--- src/rtl/wb_conv_initiator_if.sv ---
// Wishbone-style bus between the conv-engine initiator and its target.
interface wb_conv_initiator_if;
  logic        wb_cyc;
  logic        wb_str;
  logic        wb_we;
  logic [7:0]  wb_addr;
  logic [31:0] wb_dout;
  logic [31:0] wb_din;
  logic        wb_ack;

  modport master (
    output wb_cyc, wb_str, wb_we, wb_addr, wb_dout,
    input  wb_din, wb_ack
  );

  modport slave (
    input  wb_cyc, wb_str, wb_we, wb_addr, wb_dout,
    output wb_din, wb_ack
  );
endinterface

--- src/rtl/wb_conv_initiator.sv ---
// Sequences weight/data writes and a result read to a conv engine over a Wishbone-style bus.
// Optional macro WB_INIT_ID_CHECK_EN adds an engine ID read (8'h81) before the first write.
module wb_conv_initiator #(
  parameter int unsigned ACK_TIMEOUT = 15
) (
  input  logic        clk,
  input  logic        rst,
  input  logic        start,
  input  logic [71:0] wgt,
  input  logic [63:0] pix,
  input  logic [2:0]  row,
  output logic        busy,
  output logic        done,
  output logic        err,
  output logic [15:0] res_a,
  output logic [15:0] res_b,
  wb_conv_initiator_if.master wb
);

  localparam int unsigned CW = (ACK_TIMEOUT > 1) ? $clog2(ACK_TIMEOUT) : 1;

  typedef enum logic [3:0] {
    IDLE,
`ifdef WB_INIT_ID_CHECK_EN
    ID_RD,
`endif
    W0, W1, W2, D0, D1, RD0, RD1, DONE, ERR
  } state_t;

  state_t         state, state_nx;
  logic [71:0]    wgt_q;
  logic [63:0]    pix_q;
  logic [2:0]     row_q;
  logic [CW-1:0]  cnt;
  logic           err_q;
  logic [31:0]    res_q;
  logic           accept;
  logic           wr_state;
  logic           timeout;

`ifdef WB_INIT_ID_CHECK_EN
  localparam logic [31:0] ENGINE_ID = 32'h414D5331;
  logic phase;
`endif

  assign accept   = (state == IDLE) && start;
  assign wr_state = (state == W0) || (state == W1) || (state == W2) ||
                    (state == D0) || (state == D1);
  assign timeout  = (cnt == CW'(ACK_TIMEOUT - 1));

  always_ff @(posedge clk or negedge rst) begin
    if (!rst) state <= IDLE;
    else      state <= state_nx;
  end

  always_comb begin
    state_nx = state;
    case (state)
      IDLE: if (start) begin
`ifdef WB_INIT_ID_CHECK_EN
        state_nx = ID_RD;
`else
        state_nx = W0;
`endif
      end
`ifdef WB_INIT_ID_CHECK_EN
      ID_RD: if (phase) state_nx = (wb.wb_din == ENGINE_ID) ? W0 : ERR;
`endif
      W0:   if (wb.wb_ack) state_nx = W1;   else if (timeout) state_nx = ERR;
      W1:   if (wb.wb_ack) state_nx = W2;   else if (timeout) state_nx = ERR;
      W2:   if (wb.wb_ack) state_nx = D0;   else if (timeout) state_nx = ERR;
      D0:   if (wb.wb_ack) state_nx = D1;   else if (timeout) state_nx = ERR;
      D1:   if (wb.wb_ack) state_nx = RD0;  else if (timeout) state_nx = ERR;
      RD0:  state_nx = RD1;
      RD1:  state_nx = DONE;
      DONE: state_nx = IDLE;
      ERR:  state_nx = IDLE;
      default: state_nx = IDLE;
    endcase
  end

  always_ff @(posedge clk or negedge rst) begin
    if (!rst) begin
      wgt_q <= '0;
      pix_q <= '0;
      row_q <= '0;
      cnt   <= '0;
      err_q <= 1'b0;
      res_q <= '0;
`ifdef WB_INIT_ID_CHECK_EN
      phase <= 1'b0;
`endif
    end else begin
      if (accept) begin
        wgt_q <= wgt;
        pix_q <= pix;
        row_q <= row;
      end
      // Wait counter restarts on every acked write and outside write states.
      if (wr_state && !wb.wb_ack) cnt <= cnt + 1'b1;
      else                        cnt <= '0;
      if (accept)                 err_q <= 1'b0;
      else if (state_nx == ERR)   err_q <= 1'b1;
      if (state == RD1) res_q <= wb.wb_din;
`ifdef WB_INIT_ID_CHECK_EN
      phase <= (state == ID_RD) ? ~phase : 1'b0;
`endif
    end
  end

  always_comb begin
    wb.wb_cyc  = 1'b0;
    wb.wb_str  = 1'b0;
    wb.wb_we   = 1'b0;
    wb.wb_addr = '0;
    wb.wb_dout = '0;
    busy       = 1'b0;
    done       = 1'b0;
    case (state)
`ifdef WB_INIT_ID_CHECK_EN
      ID_RD: begin
        busy = 1'b1; wb.wb_cyc = 1'b1; wb.wb_str = 1'b1; wb.wb_addr = 8'h81;
      end
`endif
      W0: begin
        busy = 1'b1; wb.wb_cyc = 1'b1; wb.wb_str = 1'b1; wb.wb_we = 1'b1;
        wb.wb_addr = 8'hD1; wb.wb_dout = wgt_q[31:0];
      end
      W1: begin
        busy = 1'b1; wb.wb_cyc = 1'b1; wb.wb_str = 1'b1; wb.wb_we = 1'b1;
        wb.wb_addr = 8'hD2; wb.wb_dout = wgt_q[63:32];
      end
      W2: begin
        busy = 1'b1; wb.wb_cyc = 1'b1; wb.wb_str = 1'b1; wb.wb_we = 1'b1;
        wb.wb_addr = 8'hD3; wb.wb_dout = {wgt_q[71:64], 24'h0};
      end
      D0: begin
        busy = 1'b1; wb.wb_cyc = 1'b1; wb.wb_str = 1'b1; wb.wb_we = 1'b1;
        wb.wb_addr = {5'b11000, row_q}; wb.wb_dout = pix_q[31:0];
      end
      D1: begin
        busy = 1'b1; wb.wb_cyc = 1'b1; wb.wb_str = 1'b1; wb.wb_we = 1'b1;
        wb.wb_addr = {5'b11001, row_q}; wb.wb_dout = pix_q[63:32];
      end
      RD0, RD1: begin
        busy = 1'b1; wb.wb_cyc = 1'b1; wb.wb_str = 1'b1; wb.wb_addr = 8'hA0;
      end
      DONE: done = 1'b1;
      default: ;
    endcase
  end

  assign err   = err_q;
  assign res_a = res_q[15:0];
  assign res_b = res_q[31:16];

endmodule

--- src/flat_wrapper.sv ---
// flat-port wrapper written by rule: the top's interface ports become plain ports
module wb_conv_initiator_flat 
#(
  parameter int unsigned ACK_TIMEOUT = 15
)
  (clk, rst, start, wgt, pix, row, busy, done, err, res_a, res_b, wb_wb_cyc, wb_wb_str, wb_wb_we, wb_wb_addr, wb_wb_dout, wb_wb_din, wb_wb_ack);
  wb_conv_initiator_if wb_i ();
  input  logic clk;
  input  logic rst;
  input  logic start;
  input  logic [71:0] wgt;
  input  logic [63:0] pix;
  input  logic [2:0] row;
  output logic busy;
  output logic done;
  output logic err;
  output logic [15:0] res_a;
  output logic [15:0] res_b;
  output wire logic [$bits(wb_i.wb_cyc)-1:0] wb_wb_cyc;
  output wire logic [$bits(wb_i.wb_str)-1:0] wb_wb_str;
  output wire logic [$bits(wb_i.wb_we)-1:0] wb_wb_we;
  output wire logic [$bits(wb_i.wb_addr)-1:0] wb_wb_addr;
  output wire logic [$bits(wb_i.wb_dout)-1:0] wb_wb_dout;
  input wire logic [$bits(wb_i.wb_din)-1:0] wb_wb_din;
  input wire logic [$bits(wb_i.wb_ack)-1:0] wb_wb_ack;
  assign wb_wb_cyc = wb_i.wb_cyc;
  assign wb_wb_str = wb_i.wb_str;
  assign wb_wb_we = wb_i.wb_we;
  assign wb_wb_addr = wb_i.wb_addr;
  assign wb_wb_dout = wb_i.wb_dout;
  assign wb_i.wb_din = wb_wb_din;
  assign wb_i.wb_ack = wb_wb_ack;
  wb_conv_initiator #(.ACK_TIMEOUT(ACK_TIMEOUT)) u_core (.clk(clk), .rst(rst), .start(start), .wgt(wgt), .pix(pix), .row(row), .busy(busy), .done(done), .err(err), .res_a(res_a), .res_b(res_b), .wb(wb_i));
endmodule
--- config.mk ---
export PLATFORM = sky130hd
export DESIGN_NAME = wb_conv_initiator_flat
export DESIGN_NICKNAME = d
export VERILOG_FILES = /design/src/rtl/wb_conv_initiator_if.sv /design/src/rtl/wb_conv_initiator.sv /design/src/flat_wrapper.sv
export SDC_FILE = /design/constraint.sdc
export NUM_CORES = 1
export LEC_CHECK = 0
export ABC_AREA = 1
export CAP_MARGIN = 25
export CORE_MARGIN = 2
export CORE_UTILIZATION = 40
export CTS_CLUSTER_SIZE = 30
export DETAILED_ROUTE_END_ITERATION = 6
export MAX_ROUTING_LAYER = met4
export PLACE_DENSITY_LB_ADDON = 0.05
export SYNTH_ARGS = -nofsm -noshare
export SYNTH_HDL_FRONTEND = slang
export SYNTH_SLANG_ARGS = --single-unit
export TNS_END_PERCENT = 1
--- constraint.sdc ---
create_clock -name clk -period 1.85 [get_ports clk]
set_clock_uncertainty 0.15 [all_clocks]
set_input_delay 0.185 -clock clk [delete_from_list [all_inputs] [get_ports clk]]
set_output_delay 0.185 -clock clk [all_outputs]
set_load 0.02 [all_outputs]
==> results.txt <==
The run finished, with violations left. The checks that failed: negative setup slack. The source of the worst register-to-register timing path is u_core.state[3].

TritonCTS built the clock tree. The remaining global-route overflow is 0. Traced cell by cell, the critical path runs through buf_6, nor2_4, buf_6, buf_6, nand3_1, nand2_1, inv_1, nand4_1, buf_6.

The number of antenna violations at the first check in global routing is 0. The clock period minus worst slack came out at roughly 2.1 ns. The path class of the lowest-slack min-delay path is in -> async. For flop-to-flop paths, the worst setup slack is -0.12 ns. In the layout the commonest cells are 599 x sky130_fd_sc_hd__nand2_1, 206 x sky130_fd_sc_hd__clkdlybuf4s50_1, 177 x sky130_fd_sc_hd__dfrtp_1, 67 x sky130_fd_sc_hd__nand3_1, 48 x sky130_fd_sc_hd__buf_4.

The synthesized design contains 180 register bits. The worst setup path is captured at an output pin. For this design the static power due to leakage is slightly below 0.006 uW. The clock latency of the later-clocked register in the worst-skew pair is ~0.42 ns. The tree is rooted in a sky130_fd_sc_hd__clkbuf_16. The arrival time at the worst endpoint came out at 1.81 ns. The critical-path cell with the highest stage delay is sky130_fd_sc_hd__dfrtp_2. The sequential-to-total area share from yosys stat is 0.564. The count of clock tree sinks came out at 180. The setup total negative slack is -20.83 ns.

For this configuration, the core starts out at a cell density of 0.409. The area growth from synthesis to layout came out at 50.5%. In the final layout, the share of cells above drive strength 1 is 0.141. The synthesized area is around 8000 um^2.

The required time of the worst setup path came out at about 1.5 ns. For this run, design rule violations remaining after detail routing come to 0. The first-pass GRT wire length came out at around 40000 um. The number of iterations in the first detailed-routing pass came out at 5. The die is between 100 and 150 um wide. The worst setup slack after layout came out at -0.298 ns. The largest net degree at the start of global routing came out at 56. The mean instance size in the synthesized netlist came out at around 7.9 um^2. The remaining antenna violation count came out at 0. The floorplan step defined a die boundary enclosing 21100 um^2. The maximum single-stage delay on the critical path is roughly 0.45 ns. In this run the worst setup path begins at u_core.state[3]. The clock transition at the register clock pins on the worst setup and hold paths after CTS is approximately 0.07 ns. Dividing the detail-routed wire length by the instance count gives approximately 16 um.

The die height is around 150 um. In this design, the critical path's most frequently occurring cell is sky130_fd_sc_hd__buf_6. The global-route usage over all layers came out at 0.243. The count of vias placed by the detailed router came out at between 7000 and 8000. The via count of the first global-routing pass is 7354. The filler cells instantiated in the layout total 1788. The count of buffers added on input and output ports is 252. Derived from the worst setup path, the maximum achievable clock frequency is between 0.4 and 0.5 GHz.

The max-slew headroom at the worst pin is 0.693. The number of nets in the layout came out at between 1000 and 1500. After the first detailed-routing iteration, the DRC count stood at 483. At the pin with the least slew margin, the transition time is between 0.4 and 0.5 ns. In this run the worst path has a maximum fanout of 7. Setup repair after global routing could not meet its margin everywhere. The depth of the CTS H-tree is 4. The area of the placeable core came out at slightly below 20000 um^2. Leaving out fill and tap cells, the most frequent cell in the layout is sky130_fd_sc_hd__nand2_1. The count of standard-cell rows came out at 51. The total power density per cell area came out at ~1600 nW/um^2. The number of setup violations in the final report came out at between 150 and 200. Dividing the final minimum period by the clock period gives 1.16. STA classifies the critical path startpoint as a flop. The number of max-capacitance violations reported came out at 0. The instance area after placement is about 11000 um^2. The synthesized netlist cell count came out at slightly above 1000. The endpoint identified for the worst register-to-register timing path is u_core.pix_q[0]. The cell area after layout came out at roughly 12000 um^2. The number of pins with negative max-slew slack in the final report is 0. between 200 and 300 I/O pins were placed. The global placement routability congestion is ~0.82. The count of unique library cells instantiated by Yosys is 21. IR analysis of the VDD net gives a maximum drop of approximately 0.92 mV. The diode insertion count for antenna repair came out at 0. The maximum count of clock buffers along a single path is 2. The final number of hold-violating endpoints came out at 0. The critical path is of the reg -> out type. The depth of the most critical reg-to-reg path is 10. Once detailed placement completed, the half-perimeter wirelength came to approximately 17000 um.

The total clock buffers created by CTS came out at 17. The most critical setup path has its endpoint at wb_wb_dout[26]. The number of warnings reported in the yosys synthesis log came out at 0. The total detailed-routing wirelength is between 20000 and 25000 um. The number of nets in the synthesized netlist is between 1000 and 1500. Using the TritonRoute via totals, the vias-per-cell ratio works out to about 4.8.
-- worst min path at each step --
stage | startpoint | to | depth (start not counted)
2_1_floorplan | rst | u_core.cnt[0] | 0
3_3_place_gp | rst | u_core.res_q[17] | 1
6_report | rst | u_core.res_q[17] | 2
5_1_grt | pix[13] | u_core.pix_q[13] | 3
3_5_place_dp | rst | u_core.res_q[13] | 1
4_1_cts | rst | u_core.wgt_q[5] | 2
-- sequential cells by signal (all words and copies together) (netlist names) --
register      count
u_core.pix_q     64
u_core.cnt        4
u_core.state      4
u_core.wgt_q     72
u_core.err        1
u_core.row_q      3
u_core.res_q     32
-- kinds of logic after synthesis --
kind of cell             synth area share
buffers and inverters              0.0553
AO/OA/AOI/OAI                     0.00501
adder cells (fa/ha/maj)           0.00313
AND/OR/NAND/NOR                     0.370
flip-flops                          0.564
XOR/XNOR                          0.00219
-- layer usage --
layer	up-vias	GRT usage	share of wire	wire length [um]
met5	-	-	0	0
met4	0	0.0627	0.013	329
met3	25	0.0478	0.053	1310
met2	242	0.364	0.46	11300
met1	3525	0.342	0.47	11500
li1	3707	-	-	-
-- timing repair --
item | in CTS | in global routing
hold endpoints to repair | 180 | 0
setup endpoints to repair | 101 | 217
pin swaps | 30 | 30
resized for setup | 281 | 29
hold buffers | 1 | 0
buffers inserted | 14 | 2
gates cloned | 5 | 0
-- critical path: cells and delay by family (launching register included) --
family	cells	cell delay (ns)
AND/OR/NAND/NOR	4	0.37
buffers and inverters	5	0.57
flip-flops	1	0.45
-- layout make-up --
| class | instances | area [um^2] | area share |
|---|---|---|---|
| Sequential cell | 180 | 4510 | 0.375 |
| Timing Repair Buffer | 317 | 3370 | 0.280 |
| Multi-Input combinational cell | 751 | 3180 | 0.265 |
| Clock buffer | 18 | 439 | 0.0365 |
| Tap cell | 265 | 332 | 0.0276 |
| Inverter | 24 | 108 | 0.00895 |
| Clock inverter | 12 | 82.6 | 0.00687 |
-- metrics by stage --
stage               cells  worst slack [ns]  total power, uW  hold WS (ns)   util
floorplan            1013             0.233            11500        -0.261      -
global placement     1517            -0.276            15300      -0.00432  0.565
detailed placement   1517            -0.293            15500     -0.000454  0.565
CTS                  1567            -0.279            19500         0.111  0.611
global route         1567            -0.414            20900         0.114  0.616
finish               1567            -0.298            19500         0.106  0.616
-- cells in the mapped netlist --
library cell                 n  area, um^2
sky130_fd_sc_hd__nand2_1   619        2320
sky130_fd_sc_hd__nor2_1     12        45.0
sky130_fd_sc_hd__buf_6       9         101
sky130_fd_sc_hd__inv_2       4        15.0
sky130_fd_sc_hd__nor3_1      1        5.00
sky130_fd_sc_hd__clkbuf_1    5        18.8
sky130_fd_sc_hd__buf_4       5        37.5
sky130_fd_sc_hd__buf_1       1        3.75
sky130_fd_sc_hd__nand3_2     1        10.0
sky130_fd_sc_hd__dfrtp_1   180        4500
sky130_fd_sc_hd__clkinv_1    1        3.75
sky130_fd_sc_hd__o21ai_0     7        35.0
sky130_fd_sc_hd__xnor2_1     1        8.76
sky130_fd_sc_hd__nand4_1    33         206
sky130_fd_sc_hd__ha_1        2        25.0
sky130_fd_sc_hd__xor2_1      1        8.76
sky130_fd_sc_hd__nand3_1    71         355
sky130_fd_sc_hd__buf_2      38         190
sky130_fd_sc_hd__a21oi_1     1        5.00
sky130_fd_sc_hd__nor2_2      2        12.5
sky130_fd_sc_hd__inv_1      19        71.3
-- power breakdown --
group / total (uW) / internal [uW] / switching [uW]
registers: 6870 / 5790 / 1070
logic: 9400 / 4210 / 5190
clock network: 3270 / 1740 / 1530
total: 19500 / 11700 / 7800
(Power assumes the default switching activity.)
